File: src/rtl/fetch_unit.sv
// fetch_unit: IF stage with PC, IF/ID register and RUN/STALL/FLUSH FSM; FETCH_STALL_COUNT_EN builds the bubble counter
module fetch_unit #(
    parameter logic [15:0] RESET_PC  = 16'h0000,
    parameter logic [15:0] NOP_INSTR = 16'h0000
) (
    input  logic        clk,
    input  logic        rst,
    input  logic        hazard,
    input  logic        branch_taken,
    input  logic [15:0] branch_target,
    input  logic [15:0] imem_data,
    output logic [15:0] imem_addr,
    output logic [15:0] if_instr,
    output logic [15:0] id_instr,
    output logic [15:0] id_pc,
    output logic        id_valid,
    output logic [1:0]  fetch_state,
    output logic [15:0] stall_cnt
);
    typedef enum logic [1:0] {RUN = 2'd0, STALL = 2'd1, FLUSH = 2'd2} state_t;
    state_t state;
    logic [15:0] pc;
    assign imem_addr   = pc;
    assign if_instr    = imem_data;
    assign fetch_state = state;
    // redirect beats stall beats advance; bubbles carry the PC they replaced
    always_ff @(posedge clk or posedge rst) begin
        if (rst) begin
            pc       <= RESET_PC;
            id_instr <= NOP_INSTR;
            id_pc    <= 16'h0000;
            id_valid <= 1'b0;
            state    <= RUN;
        end else begin
            id_pc <= pc;
            if (branch_taken) begin
                pc       <= branch_target;
                id_instr <= NOP_INSTR;
                id_valid <= 1'b0;
                state    <= FLUSH;
            end else if (hazard) begin
                id_instr <= NOP_INSTR;
                id_valid <= 1'b0;
                state    <= STALL;
            end else begin
                pc       <= pc + 16'd1;
                id_instr <= imem_data;
                id_valid <= 1'b1;
                state    <= RUN;
            end
        end
    end
`ifdef FETCH_STALL_COUNT_EN
    // count every bubble edge, saturating at all-ones
    always_ff @(posedge clk or posedge rst) begin
        if (rst)
            stall_cnt <= 16'h0000;
        else if ((branch_taken || hazard) && stall_cnt != 16'hFFFF)
            stall_cnt <= stall_cnt + 16'd1;
    end
`else
    assign stall_cnt = 16'h0000;
`endif
endmodule

File: config.mk
export PLATFORM = sky130hd
export DESIGN_NAME = fetch_unit
export DESIGN_NICKNAME = d
export VERILOG_FILES = /design/src/rtl/fetch_unit.sv
export SDC_FILE = /design/constraint.sdc
export NUM_CORES = 1
export LEC_CHECK = 0
export CAP_MARGIN = 20
export CORE_MARGIN = 4
export CORE_UTILIZATION = 38
export CTS_CLUSTER_DIAMETER = 150
export DETAILED_ROUTE_END_ITERATION = 8
export PLACE_DENSITY_LB_ADDON = 0.15
export SLEW_MARGIN = 20
export SYNTH_ARGS = -nofsm -noshare
export SYNTH_HDL_FRONTEND = slang
export SYNTH_SLANG_ARGS = --single-unit
export TNS_END_PERCENT = 30
File: constraint.sdc
create_clock -name clk -period 1.76 [get_ports clk]
set_input_delay 0.264 -clock clk [delete_from_list [all_inputs] [get_ports clk]]
set_output_delay 0.264 -clock clk [all_outputs]
set_load 0.03 [all_outputs]
Word-level counts from Yosys, hierarchy flattened
Index checks and enable logic that the tools add are counted.
Widths: inputs -> output; s select.
{"block": "word_totals", "ff_bits": 51, "latchBits": 0, "ramBits": 0, "romBits": 0, "input_bits": 36, "out_inout_bits": 83, "memories": 0}
{"block": "classes", "n_addsub": 1, "multipliers": 0, "n_div": 0, "magnitude_cmp": 0, "n_eq_ne": 1, "shift": 0, "n_mux": 8, "bitwise": 0, "n_reduce_logical": 0}
{"cell": "$mux 16", "count": 4}
{"cell": "$add 16x1->16 const B", "count": 1}
{"cell": "$mux 1", "count": 3}
{"cell": "$mux 2", "count": 1}
{"cell": "$ne 2x1->1 const B", "count": 1}

Longest topological paths before layout
{"block": "depth", "depth_word": 3, "ltp_mapped": 5}

Worst setup path before layout
No wires, ideal clock.
{"block": "synth_path", "path_type": "register to register", "from": "register pc[0], in the netlist imem_addr[0]", "to": "register pc[10], in the netlist imem_addr[10]", "arrival_time_ns": 1.784, "path_slack_ns": -0.100, "path_stages_with_launch": 6, "period_less_slack_ns": 1.860, "cell_sequence": "dfrtp_1 > ha_1 > and4b_2 > or4b_1 > xor2_1 > o21ai_1"}
{"block": "synth_via", "elab_chain_len": 3}
{"item": "start, declared", "line_no": "22", "text": "logic [15:0] pc;"}
{"item": "start signal, assigned", "line_no": "37", "text": "pc <= branch_target;"}
{"item": "start signal, assigned", "line_no": "46", "text": "pc <= pc + 16'd1;"}
{"item": "$add 16x1->16", "line_no": "46"}
{"item": "$mux 16", "line_no": "41", "text": "end else if (hazard) begin"}
{"item": "$mux 16", "line_no": "36", "text": "if (branch_taken) begin"}
No other way between the ends. The select of a mux whose other input is x is not followed.
A chain may end at the register's enable or synchronous reset.

Worst setup path in the final report
{"block": "layout_path", "from": "input imem_data[12]", "to": "output if_instr[12]"}
{"item": "start, declared", "line_no": "11", "text": "input logic [15:0] imem_data,"}
{"item": "end, declared", "line_no": "13", "text": "output logic [15:0] if_instr,"}
No word-level cell between the ends.

==> impl_metrics.tcl <==
set metrics [dict create \
    outcome "complete, no violations" \
    period_minus_slack_ns 1.69 \
    ys_seq_area_frac 0.594 \
    slowest_stage "clkdlybuf4s50_1" \
    routed_via_density 4.35 \
    crit_start "imem_data[12]" \
    p_clk_frac 0.283 \
    fp.dieH_um 83.2 \
    maxSlewViolCount 0 \
    grt_first_pass_wirelength_mm 7.75 \
    tns_ns 0 \
    synth_edf_count 0 \
    syn-cell-area_mm2 0.00215 \
    rrSetupSlack_ns 0.12 \
    route.detailed.drc 0 \
    crit_path_end "if_instr[12]" \
    fillers 472 \
    crit_arrival_ns 1.42 \
    dieArea_mm2 0.00692 \
    reg2reg_from "imem_addr[8]" \
    switchingPower_mw 0.862 \
    seq_power_share 0.454 \
    cp-start-kind "input pin" \
    synth_seq_cells 51 \
    path_cells "clkdlybuf4s50_1, clkdlybuf4s50_1" \
    grt_remaining_overflow 0 \
    die_w_um 83.2 \
    ir_worst_vdd_mv 0.399 \
    design_area_mm2 0.00328 \
    num_vias 1562 \
    dr_wl_met2_mm 2.23 \
    cap_viol_max_count 0 \
    cts_max_level 2 \
    antennaDiodeCount 0 \
    worstMarginPinSlew_ns 0.815 \
    drive_gt1_frac 0.0941 \
    place.gp.congestion 0.760 \
    syn_inst 187 \
    postCtsSetupRepairBufs 0 \
    p_int_mw 2.05 \
    start_util 0.390 \
    grt_pass1_vias 1592 \
    crit_path_frequent_cell "clkdlybuf4s50_1" \
    wl_met3_um 530 \
    cp_max_fo 2 \
    critPathKind "in2out" \
    worstReg2RegEnd "imem_addr[14]" \
    rsz0062_at_grt "no" \
    post_dp_cell_area_mm2 0.00315 \
    drtPass1Iterations 4 \
    antenna_found_initial 0 \
    fmax_mhz 593 \
    cp_top_family "buffers and inverters" \
    hold_violations 0 \
    combPwrFrac 0.263 \
    routed_wl_mm 4.75 \
    cts_buffers 5 \
    synth-async-reset-ratio 1.00 \
    path_buf_inv 2 \
    top_layer "met4" \
    wl_met1_mm 1.93 \
    worstPathRequired_ns 1.50 \
    row_count 27 \
    post_drt_wl_per_cell_um 13.2 \
    cts_tree "yes" \
    power_density_mw_per_mm2 887 \
    track_usage 0.140 \
    netSwitchingFraction 0.296 \
    synthDistinctLibCells 34 \
    finalNetCount 323 \
    p_leak_nw 1.52 \
    slew-limit-headroom 0.454 \
    setup_violations 0 \
    ant_nets 0 \
    clkLatencyLatePin_ns 0.30 \
    first_iter_violations 72 \
    reg2reg_depth 4 \
    final_util 0.596 \
    port_buffers 102 \
    path_depth 2 \
    cp-end-kind "output port" \
    grt_max_degree 39 \
    hold_class "in2async" \
    areaGrowthSynthToFinish_pct 52.8 \
    slowest_delay_ns 0.68 \
    finalCritPeriodShare 0.958 \
    clkSinkCount 51 \
    synthFlopType "dfrtp_1" \
    path_clk_slew_ns 0.09 \
    whs_ns 0.274 \
    fin_skew_ns 0.00399 \
    fp.coreArea_mm2 0.00551 \
    pin_count 119 \
    cts_buffer_depth 2 \
    dp_hpwl_mm 3.64 \
    ys_warn_count 0 \
    avgSynthCellArea_um2 11.5 \
    root_buffer "clkbuf_8" \
]
## per-layer routing
metal	vias to the layer above	global-route usage
met5	-	0
li1	762	-
met1	723	0.164
met3	6	0.0774
met4	0	0.0446
met2	71	0.219
## area by class of cell
| cell class | instances | area (um2) | area share |
|---|---|---|---|
| clock buffers | 6 | 82.6 | 0.0252 |
| clock inverters | 2 | 35.0 | 0.0107 |
| inverters | 3 | 11.3 | 0.00343 |
| multi-input cells | 110 | 647 | 0.197 |
| flip-flops and latches | 51 | 1280 | 0.389 |
| well taps | 72 | 90.1 | 0.0274 |
| repair buffers | 115 | 1140 | 0.347 |
## per-stage QoR
step	power, mW	setup WS, ns	cells
floorplan	1.80	0.0257	202
global placement	2.12	-0.0509	351
detailed placement	2.13	-0.107	351
CTS	2.95	0.00419	359
global route	3.05	0.0155	359
finish	2.91	0.0738	359
## placed cells by master (no fill, tap or decap), types with 3 or more instances in the layout
cell / synthesis / routed
nand3_1: 5 / 5
conb_1: 1 / 16
clkdlybuf4s50_1: 0 / 91
clkbuf_8: 0 / 6
nand2_1: 19 / 19
nor2_1: 5 / 5
and2_1: 16 / 16
xnor2_1: 6 / 6
nor3_1: 3 / 3
dlymetal6s2s_1: 0 / 9
buf_4: 32 / 13
xor2_1: 5 / 5
dfrtp_1: 51 / 49
o21ai_0: 11 / 11
## power by group through the flow
stage | Sequential (mW) | Clock [mW] | Combinational (mW)
2_1_floorplan | 1.54 | 0 | 0.260
3_3_place_gp | 1.34 | 0 | 0.778
3_5_place_dp | 1.35 | 0 | 0.780
4_1_cts | 1.32 | 0.851 | 0.779
5_1_grt | 1.34 | 0.898 | 0.814
6_report | 1.32 | 0.824 | 0.766
## timing repair
action / 4_1_cts / 5_1_grt
setup endpoints to repair: 2 / 9
resized for setup: 2 / 9
cloned: 0 / 0
hold buffers: 0 / 0
## cells by family (layout without fill, tap and decap cells)
logic type | count (synthesis) | in the layout | synth area share
AOI/OAI and AO/OA | 16 | 16 | 0.0443
xor gates and xnor gates | 11 | 11 | 0.0448
adders and majority gates | 1 | 1 | 0.00582
buffers and inverters | 41 | 126 | 0.131
DFF | 51 | 51 | 0.594
muxes | 2 | 2 | 0.00932
other | 1 | 16 | 0.00175
and+or+nand+nor | 64 | 64 | 0.169
## Yosys cell counts, types with 2 or more instances
| cell | instances | share of area |
|---|---|---|
| and2_1 | 16 | 0.047 |
| nor4_1 | 2 | 0.0058 |
| nand3_1 | 5 | 0.012 |
| inv_1 | 3 | 0.0052 |
| nor3_1 | 3 | 0.0070 |
| o21ai_0 | 11 | 0.026 |
| nor2_1 | 5 | 0.0087 |
| nand2_1 | 19 | 0.033 |
| nor2b_1 | 2 | 0.0058 |
| buf_4 | 32 | 0.11 |
| xor2_1 | 5 | 0.020 |
| a221o_1 | 2 | 0.0093 |
| dfrtp_1 | 51 | 0.59 |
| mux2i_1 | 2 | 0.0093 |
| xnor2_1 | 6 | 0.024 |
| nor3b_1 | 2 | 0.0070 |
| clkbuf_1 | 4 | 0.0070 |
## registers in the layout (all words and copies together) (netlist names)
register,cells
fetch_state,2
id_instr,16
id_pc,16
id_valid,1
imem_addr,16
## worst min-delay path by stage
stage,slack [ns],cells past startpoint,end,from
global placement,0.42,0,id_pc[15],imem_addr[15]
CTS,0.27,3,id_instr[8],rst
global route,0.29,3,id_instr[14],rst
detailed placement,0.43,0,id_pc[15],imem_addr[15]
finish,0.27,3,id_instr[8],rst
floorplan,0.30,0,fetch_state[1],branch_taken
No activity file was read; power rests on OpenSTA's default activity.
